`config.mk`:
```
export PLATFORM = sky130hd
export DESIGN_NAME = ethmac_lite_tx_flat
export DESIGN_NICKNAME = d
export VERILOG_FILES = /design/src/rtl/ethmac_lite_tx_if.sv /design/src/rtl/ethmac_lite_tx.sv /design/src/flat_wrapper.sv
export SDC_FILE = /design/constraint.sdc
export NUM_CORES = 1
export LEC_CHECK = 0
export BUFFER_PORTS_ARGS = -buffer_cell sky130_fd_sc_hd__buf_2
export CORE_MARGIN = 4
export CORE_UTILIZATION = 30
export CTS_CLUSTER_DIAMETER = 60
export DETAILED_ROUTE_END_ITERATION = 10
export MAX_ROUTING_LAYER = met4
export SETUP_SLACK_MARGIN = 0.3
export SLEW_MARGIN = 20
export SYNTH_ARGS = -nofsm -noshare
export SYNTH_HDL_FRONTEND = slang
export SYNTH_SLANG_ARGS = --single-unit
export TNS_END_PERCENT = 20
```
`constraint.sdc`:
```
create_clock -name clk -period 7.08 [get_ports clk]
set_input_delay 1.416 -clock clk [delete_from_list [all_inputs] [get_ports clk]]
set_output_delay 1.416 -clock clk [all_outputs]
set_load 0.1 [all_outputs]
```
`src/rtl/ethmac_lite_tx_if.sv`:
```
// ethmac_lite_tx_if: 32-bit Wishbone bus bundle for the ethmac_lite_tx
// transmit core.
//
// Signals (as seen from the slave side):
//   wb_adr_i  [7:0]  byte address, bits [1:0] ignored
//   wb_dat_i  [31:0] write data
//   wb_dat_o  [31:0] read data, valid while wb_ack_o=1, 0 otherwise
//   wb_we_i          1=write, 0=read
//   wb_sel_i  [3:0]  byte selects, ignored (all accesses are full-word)
//   wb_stb_i         strobe
//   wb_cyc_i         cycle
//   wb_ack_o         transfer acknowledge
//   wb_err_o         error acknowledge for unmapped addresses
//
// Modports: slave (the MAC core), master (host / bus fabric).
interface ethmac_lite_tx_if;
    logic [7:0]  wb_adr_i;
    logic [31:0] wb_dat_i;
    logic [31:0] wb_dat_o;
    logic        wb_we_i;
    logic [3:0]  wb_sel_i;
    logic        wb_stb_i;
    logic        wb_cyc_i;
    logic        wb_ack_o;
    logic        wb_err_o;

    modport slave (
        input  wb_adr_i, wb_dat_i, wb_we_i, wb_sel_i, wb_stb_i, wb_cyc_i,
        output wb_dat_o, wb_ack_o, wb_err_o
    );

    modport master (
        output wb_adr_i, wb_dat_i, wb_we_i, wb_sel_i, wb_stb_i, wb_cyc_i,
        input  wb_dat_o, wb_ack_o, wb_err_o
    );
endinterface

```
`src/rtl/ethmac_lite_tx.sv`:
```
// ethmac_lite_tx: single-clock Ethernet MAC transmit core.
// Host loads a frame into the word buffer over Wishbone, programs LEN and
// sets START; the core sends preamble, SFD and data as one nibble per clk.
//
// Ports:
//   clk      system clock, rising edge
//   rst      synchronous, active-low reset
//   wb       Wishbone slave (ethmac_lite_tx_if.slave)
//   int_o    interrupt = |(INT_SRC & INT_MASK)
//   mtxd_o   transmit nibble (0 whenever mtxen_o=0)
//   mtxen_o  transmit enable
//
// Parameters: TX_DEPTH (buffer words, at most 48), PREAMBLE_NIB (0x5 count).
// Optional feature: define ETHMAC_CRC_EN to make MODER.CRCEN writable and
// append a CRC-32 FCS after the data; without it no FCS logic exists.
module ethmac_lite_tx #(
    parameter int TX_DEPTH     = 16,
    parameter int PREAMBLE_NIB = 15
) (
    input  logic               clk,
    input  logic               rst,
    ethmac_lite_tx_if.slave    wb,
    output logic               int_o,
    output logic [3:0]         mtxd_o,
    output logic               mtxen_o
);
    localparam int AW = (TX_DEPTH > 1) ? $clog2(TX_DEPTH) : 1;

    typedef enum logic [2:0] {IDLE, PRE, SFD, DATA, FCS} state_t;

    state_t      state_reg;
    logic [16:0] cnt_reg;
    logic [15:0] flen_reg;
    logic [31:0] data_sr_reg;
    logic        mtxen_reg;
    logic [3:0]  mtxd_reg;
    logic        txen_reg;
    logic [1:0]  int_src_reg;
    logic [1:0]  int_mask_reg;
    logic [15:0] len_reg;
    logic [31:0] mac0_reg;
    logic [15:0] mac1_reg;
    logic        ack_reg;
    logic        err_reg;
    logic [31:0] reg_rd_reg;
    logic        sel_buf_reg;
    logic [31:0] buf_rd_reg;
    logic [31:0] tx_word_reg;
    logic [31:0] mem [TX_DEPTH];

    logic        crcen;
    logic        req, busy, is_reg, is_buf, valid, wr;
    logic        wr_moder, wr_int_src, wr_tx_ctrl;
    logic        start_req, len_ok, start_ok, start_bad, abort;
    logic        data_last, frame_done, buf_we;
    logic [5:0]  word_adr, buf_off;
    logic [AW-1:0] buf_idx, rd_idx;
    logic [15:0] new_len;
    logic [16:0] last_nib;
    logic [3:0]  nxt_nib;
    logic        unused_bits;

`ifdef ETHMAC_CRC_EN
    logic        crcen_reg;
    logic [31:0] crc_reg;
    assign crcen = crcen_reg;

    // Reflected CRC-32 advanced by one nibble, LSB first.
    function automatic logic [31:0] crc_nib(input logic [31:0] c, input logic [3:0] d);
        logic [31:0] r;
        r = c;
        for (int i = 0; i < 4; i++) begin
            r = (r[0] ^ d[i]) ? ((r >> 1) ^ 32'hEDB88320) : (r >> 1);
        end
        return r;
    endfunction
`else
    assign crcen = 1'b0;
`endif

    assign unused_bits = ^{wb.wb_sel_i, wb.wb_adr_i[1:0]};

    always_comb begin
        req        = wb.wb_cyc_i & wb.wb_stb_i & ~ack_reg & ~err_reg;
        word_adr   = wb.wb_adr_i[7:2];
        buf_off    = word_adr - 6'd16;
        buf_idx    = buf_off[AW-1:0];
        is_reg     = (word_adr <= 6'd5);
        is_buf     = (word_adr >= 6'd16) && (int'(buf_off) < TX_DEPTH);
        valid      = is_reg | is_buf;
        wr         = req & valid & wb.wb_we_i;
        wr_moder   = wr & (word_adr == 6'd0);
        wr_int_src = wr & (word_adr == 6'd1);
        wr_tx_ctrl = wr & (word_adr == 6'd3);
        busy       = (state_reg != IDLE);
        new_len    = wb.wb_dat_i[15:0];
        len_ok     = (new_len != 16'd0) && (int'(new_len) <= 4 * TX_DEPTH);
        start_req  = wr_tx_ctrl & wb.wb_dat_i[16] & ~busy;
        start_ok   = start_req & txen_reg & len_ok;
        start_bad  = start_req & ~start_ok;
        // Clearing TXEN aborts on the same edge the MODER write lands.
        abort      = busy & (~txen_reg | (wr_moder & ~wb.wb_dat_i[0]));
        last_nib   = {flen_reg, 1'b0} - 17'd1;
        data_last  = (state_reg == DATA) && (cnt_reg == last_nib);
        frame_done = ~abort & ((data_last & ~crcen) |
                               ((state_reg == FCS) && (cnt_reg == 17'd7)));
        buf_we     = wr & is_buf & ~busy;
        // Prefetch the next buffer word so it is ready at the word boundary.
        rd_idx     = (state_reg == DATA) ? (cnt_reg[AW+2:3] + AW'(1)) : '0;
        nxt_nib    = (cnt_reg[2:0] == 3'd7) ? tx_word_reg[3:0] : data_sr_reg[3:0];
    end

    assign wb.wb_ack_o = ack_reg;
    assign wb.wb_err_o = err_reg;
    assign wb.wb_dat_o = ack_reg ? (sel_buf_reg ? buf_rd_reg : reg_rd_reg) : 32'd0;
    assign int_o       = |(int_src_reg & int_mask_reg);
    assign mtxd_o      = mtxd_reg;
    assign mtxen_o     = mtxen_reg;

    // Frame buffer: one write/read port for the host, one read port for TX.
    always_ff @(posedge clk) begin
        if (buf_we) begin
            mem[buf_idx] <= wb.wb_dat_i;
        end
        buf_rd_reg  <= mem[buf_idx];
        tx_word_reg <= mem[rd_idx];
    end

    always_ff @(posedge clk) begin
        if (!rst) begin
            state_reg    <= IDLE;
            cnt_reg      <= '0;
            flen_reg     <= '0;
            data_sr_reg  <= '0;
            mtxen_reg    <= 1'b0;
            mtxd_reg     <= '0;
            txen_reg     <= 1'b0;
            int_src_reg  <= '0;
            int_mask_reg <= '0;
            len_reg      <= '0;
            mac0_reg     <= '0;
            mac1_reg     <= '0;
            ack_reg      <= 1'b0;
            err_reg      <= 1'b0;
            reg_rd_reg   <= '0;
            sel_buf_reg  <= 1'b0;
`ifdef ETHMAC_CRC_EN
            crcen_reg    <= 1'b0;
            crc_reg      <= '0;
`endif
        end else begin
            ack_reg     <= req & valid;
            err_reg     <= req & ~valid;
            sel_buf_reg <= req & is_buf & ~wb.wb_we_i;
            reg_rd_reg  <= '0;
            if (req & is_reg & ~wb.wb_we_i) begin
                case (word_adr)
                    6'd0:    reg_rd_reg <= {30'd0, crcen, txen_reg};
                    6'd1:    reg_rd_reg <= {30'd0, int_src_reg};
                    6'd2:    reg_rd_reg <= {30'd0, int_mask_reg};
                    6'd3:    reg_rd_reg <= {15'd0, busy, len_reg};
                    6'd4:    reg_rd_reg <= mac0_reg;
                    6'd5:    reg_rd_reg <= {16'd0, mac1_reg};
                    default: reg_rd_reg <= '0;
                endcase
            end

            if (wr_moder) begin
                txen_reg <= wb.wb_dat_i[0];
`ifdef ETHMAC_CRC_EN
                crcen_reg <= wb.wb_dat_i[1];
`endif
            end
            if (wr & (word_adr == 6'd2)) int_mask_reg <= wb.wb_dat_i[1:0];
            if (wr_tx_ctrl)              len_reg      <= new_len;
            if (wr & (word_adr == 6'd4)) mac0_reg     <= wb.wb_dat_i;
            if (wr & (word_adr == 6'd5)) mac1_reg     <= wb.wb_dat_i[15:0];

            // Hardware set takes priority over a write-1-to-clear.
            int_src_reg <= (int_src_reg & ~(wr_int_src ? wb.wb_dat_i[1:0] : 2'b00))
                         | {start_bad | abort, frame_done};

            if (abort) begin
                state_reg <= IDLE;
                mtxen_reg <= 1'b0;
                mtxd_reg  <= '0;
                cnt_reg   <= '0;
            end else begin
                case (state_reg)
                    IDLE: begin
                        if (start_ok) begin
                            state_reg <= PRE;
                            cnt_reg   <= '0;
                            flen_reg  <= new_len;
                            mtxen_reg <= 1'b1;
                            mtxd_reg  <= 4'h5;
                        end
                    end
                    PRE: begin
                        if (cnt_reg == 17'(PREAMBLE_NIB - 1)) begin
                            state_reg <= SFD;
                            mtxd_reg  <= 4'hD;
                        end else begin
                            cnt_reg  <= cnt_reg + 17'd1;
                            mtxd_reg <= 4'h5;
                        end
                    end
                    SFD: begin
                        state_reg   <= DATA;
                        cnt_reg     <= '0;
                        mtxd_reg    <= tx_word_reg[3:0];
                        data_sr_reg <= tx_word_reg >> 4;
`ifdef ETHMAC_CRC_EN
                        crc_reg     <= crc_nib(32'hFFFFFFFF, tx_word_reg[3:0]);
`endif
                    end
                    DATA: begin
                        if (data_last) begin
`ifdef ETHMAC_CRC_EN
                            if (crcen_reg) begin
                                state_reg   <= FCS;
                                cnt_reg     <= '0;
                                mtxd_reg    <= ~crc_reg[3:0];
                                data_sr_reg <= (~crc_reg) >> 4;
                            end else begin
                                state_reg <= IDLE;
                                mtxen_reg <= 1'b0;
                                mtxd_reg  <= '0;
                            end
`else
                            state_reg <= IDLE;
                            mtxen_reg <= 1'b0;
                            mtxd_reg  <= '0;
`endif
                        end else begin
                            cnt_reg     <= cnt_reg + 17'd1;
                            mtxd_reg    <= nxt_nib;
                            data_sr_reg <= (cnt_reg[2:0] == 3'd7) ? (tx_word_reg >> 4)
                                                                  : (data_sr_reg >> 4);
`ifdef ETHMAC_CRC_EN
                            crc_reg     <= crc_nib(crc_reg, nxt_nib);
`endif
                        end
                    end
                    FCS: begin
                        if (cnt_reg == 17'd7) begin
                            state_reg <= IDLE;
                            mtxen_reg <= 1'b0;
                            mtxd_reg  <= '0;
                        end else begin
                            cnt_reg     <= cnt_reg + 17'd1;
                            mtxd_reg    <= data_sr_reg[3:0];
                            data_sr_reg <= data_sr_reg >> 4;
                        end
                    end
                    default: state_reg <= IDLE;
                endcase
            end
        end
    end
endmodule

```
`src/flat_wrapper.sv`:
```
// flat-port wrapper written by rule: the top's interface ports become plain ports
module ethmac_lite_tx_flat 
#(
    parameter int TX_DEPTH     = 16,
    parameter int PREAMBLE_NIB = 15
)
  (clk, rst, int_o, mtxd_o, mtxen_o, wb_wb_adr_i, wb_wb_dat_i, wb_wb_we_i, wb_wb_sel_i, wb_wb_stb_i, wb_wb_cyc_i, wb_wb_dat_o, wb_wb_ack_o, wb_wb_err_o);
  ethmac_lite_tx_if wb_i ();
  input  logic clk;
  input  logic rst;
  output logic int_o;
  output logic [3:0] mtxd_o;
  output logic mtxen_o;
  input wire logic [$bits(wb_i.wb_adr_i)-1:0] wb_wb_adr_i;
  input wire logic [$bits(wb_i.wb_dat_i)-1:0] wb_wb_dat_i;
  input wire logic [$bits(wb_i.wb_we_i)-1:0] wb_wb_we_i;
  input wire logic [$bits(wb_i.wb_sel_i)-1:0] wb_wb_sel_i;
  input wire logic [$bits(wb_i.wb_stb_i)-1:0] wb_wb_stb_i;
  input wire logic [$bits(wb_i.wb_cyc_i)-1:0] wb_wb_cyc_i;
  output wire logic [$bits(wb_i.wb_dat_o)-1:0] wb_wb_dat_o;
  output wire logic [$bits(wb_i.wb_ack_o)-1:0] wb_wb_ack_o;
  output wire logic [$bits(wb_i.wb_err_o)-1:0] wb_wb_err_o;
  assign wb_i.wb_adr_i = wb_wb_adr_i;
  assign wb_i.wb_dat_i = wb_wb_dat_i;
  assign wb_i.wb_we_i = wb_wb_we_i;
  assign wb_i.wb_sel_i = wb_wb_sel_i;
  assign wb_i.wb_stb_i = wb_wb_stb_i;
  assign wb_i.wb_cyc_i = wb_wb_cyc_i;
  assign wb_wb_dat_o = wb_i.wb_dat_o;
  assign wb_wb_ack_o = wb_i.wb_ack_o;
  assign wb_wb_err_o = wb_i.wb_err_o;
  ethmac_lite_tx #(.TX_DEPTH(TX_DEPTH), .PREAMBLE_NIB(PREAMBLE_NIB)) u_core (.clk(clk), .rst(rst), .wb(wb_i), .int_o(int_o), .mtxd_o(mtxd_o), .mtxen_o(mtxen_o));
endmodule
```
==> impl_metrics.env <==
export IMPL_cts_buffer_depth=3
export IMPL_p_leak_nw=12.2
export IMPL_switching_share=0.216
export IMPL_largest_reg_flops=512
export IMPL_vias=22100
export IMPL_syn_mean_instance_area_um2=12.9
export IMPL_synth_async_reset_ratio=0
export IMPL_power_frac_seq=0.503
export IMPL_final_net_count=2634
export IMPL_setup_tns_ps=0
export IMPL_fp_dieH_um=341
export IMPL_cts_resized=0
export IMPL_worst_path_most_repeated_cell="nand2_1"
export IMPL_fmax_mhz=236
export IMPL_post_cts_buffers=0
export IMPL_grt_pass1_wl_mm=142
export IMPL_totalWireLength_mm=96.4
export IMPL_cts_tree="yes"
export IMPL_ys_warn_count=0
export IMPL_path_cells="buf_2 -> and4bb_2 -> nand2_1 -> nor4bb_1 -> nand2_1 -> nor2_4 -> buf_4"
export IMPL_antenna_found_initial=12
export IMPL_synth_common_cells="512 x edfxtp_1, 420 x nand2_1, 236 x dfxtp_1, 180 x a211oi_1, 175 x a21oi_1"
export IMPL_crit_buf_inv=2
export IMPL_relSlewSlack=0.223
export IMPL_core_area_mm2=0.109
export IMPL_htreeDepth=3
export IMPL_pwr_density_cell_mw_per_mm2=245
export IMPL_place_inst=3968
export IMPL_start_util=0.304
export IMPL_worst_pin_slew_ps=1160
export IMPL_ios=89
export IMPL_required_ps=7410
export IMPL_gp_congestion=0.807
export IMPL_clock_latency_ps=670
export IMPL_synth_seq_cells=748
export IMPL_grt_max_degree=125
export IMPL_drive_gt1_frac=0.173
export IMPL_synth_most_common_cell="edfxtp_1"
export IMPL_layoutNonFillerInstCount=4129
export IMPL_die_area_mm2=0.116
export IMPL_path_clk_slew_ps=60
export IMPL_cts_num_sinks=748
export IMPL_syn_to_final_growth_pct=14.6
export IMPL_numCtsBuffers=81
export IMPL_synthesis_nets=2633
export IMPL_rsz0062_at_grt="false"
export IMPL_ys_types=71
export IMPL_synth_top_cell_by_area="edfxtp_1"
export IMPL_fin_skew_ps=37.1
export IMPL_ys_seq_area_frac=0.604
export IMPL_arrival_ps=4570
export IMPL_max_stage_delay_ps=1000
export IMPL_synth_top_cell_area_share=0.462
export IMPL_critPathKind="input pin to flop"
export IMPL_antenna_left=0
export IMPL_ctsHoldBuffers=0
export IMPL_dp_hpwl_mm=54.6
export IMPL_synth_edf_count=512
export IMPL_first_global_vias=21800
export IMPL_synthFlopType="edfxtp_1"
export IMPL_cp_max_fo=21
export IMPL_drc=0
export IMPL_io_buffers=82
export IMPL_end_kind="flop"
export IMPL_hold_violations=0
export IMPL_combinationalPowerShare=0.031
export IMPL_hold_class="flop to flop"
export IMPL_cts_root_buf="clkbuf_16"
export IMPL_internal_power_mw=7.33
export IMPL_drv_slew=0
export IMPL_period_needed_ps=4230
export IMPL_maxCapViolCount=0
export IMPL_die_w_um=341
export IMPL_p_sw_mw=2.02
export IMPL_wl_per_cell_um=23.3
export IMPL_rows=121
export IMPL_crit_path_start_kind="input pin"
export IMPL_synth_cells=2574
export IMPL_grt_usage=0.166
export IMPL_dr_pass1_iters=8
export IMPL_drtIter0Drc=2527
export IMPL_setup_viol=0
export IMPL_cpMaxStageDelayCell="nor2_4"
export IMPL_period_share=0.598
export IMPL_status="finished clean"
export IMPL_yosys_top_cells_area="edfxtp_1 46%, dfxtp_1 14%, mux4_2 11%, nand2_1 4.7%, a211oi_1 4.1%"
export IMPL_syn_area_mm2=0.0333
export IMPL_vdd_drop_max_mv=0.171
export IMPL_grt_ovfl_total=0
export IMPL_clockPowerShare=0.466
export IMPL_cp_top_family="simple AND/OR/NAND/NOR gates"
export IMPL_regMostFlops="u_core.mem"
export IMPL_via_per_inst=5.36
## worst paths after layout
path / from / end / slack, ps / cells past startpoint
max: wb_wb_stb_i / u_core.mem[10][14] / 2850 / 7
min: u_core.mac0_reg[21] / u_core.reg_rd_reg[21] / 450 / 1
max reg2reg: u_core.wb.wb_ack_o / u_core.mem[10][14] / 2870 / 6
min reg2reg: u_core.mac0_reg[21] / u_core.reg_rd_reg[21] / 450 / 1
## layout by cell type, fill, tap and decap left out, types with 44 or more instances in the layout
cell type	instances
buf_2	79
nor2b_1	156
a211oi_1	180
edfxtp_1	512
nand2_1	416
clkbuf_16	81
a21oi_1	175
a31oi_1	65
mux4_2	164
mux2i_1	71
a311oi_1	63
nor2_1	44
dfxtp_1	233
## kinds of logic after synthesis
| kind of cell | after synthesis | synth area share |
|---|---|---|
| AND/OR/NAND/NOR | 774 | 0.112 |
| flip-flops | 748 | 0.604 |
| AO/OA/AOI/OAI | 560 | 0.114 |
| multiplexers | 240 | 0.134 |
| buffers and inverters | 220 | 0.0262 |
| XOR/XNOR | 22 | 0.00579 |
| adder cells (fa/ha/maj) | 10 | 0.00376 |
## final cells by class
type                       instances  area [um^2]
tap                             1476         1850
clock inverter                    41          571
antenna                           10         25.0
multi-input combinational       1606        12500
fill                           10500        71400
sequential                       748        20100
clock buffer                     110         2220
timing repair buffer             127          850
inverter                          11         42.5
## metal layers
metal  global-route usage  wire length, um  vias up  share of wire
met4               0.0552             2590        0          0.027
met2                0.262            45500      892           0.47
met5                    -                0        -              0
met1                0.216            40600    11100           0.42
li1                     -                -     9957              -
met3               0.0327             7690      133          0.080
## power groups by stage
stage                     logic [mW]  registers [mW]  clock network (mW)
after global placement         0.292            4.79                   0
after detailed placement       0.291            4.79                   0
after global routing           0.310            4.70                4.63
after CTS                      0.292            4.70                4.43
after floorplan                0.166            4.79                   0
final                          0.292            4.70                4.36
## stage by stage
stage	utilization	hold WS (ps)	power, mW	worst slack [ps]	cell area, um^2
after floorplan	-	430	4.95	1900	33300
after global placement	0.322	435	5.08	2210	35300
after detailed placement	0.322	438	5.08	2230	35300
after CTS	0.348	451	9.42	2850	38100
after global routing	0.348	465	9.63	2600	38100
final	0.348	448	9.34	2850	38100
Power figures use the tool's default switching activity.
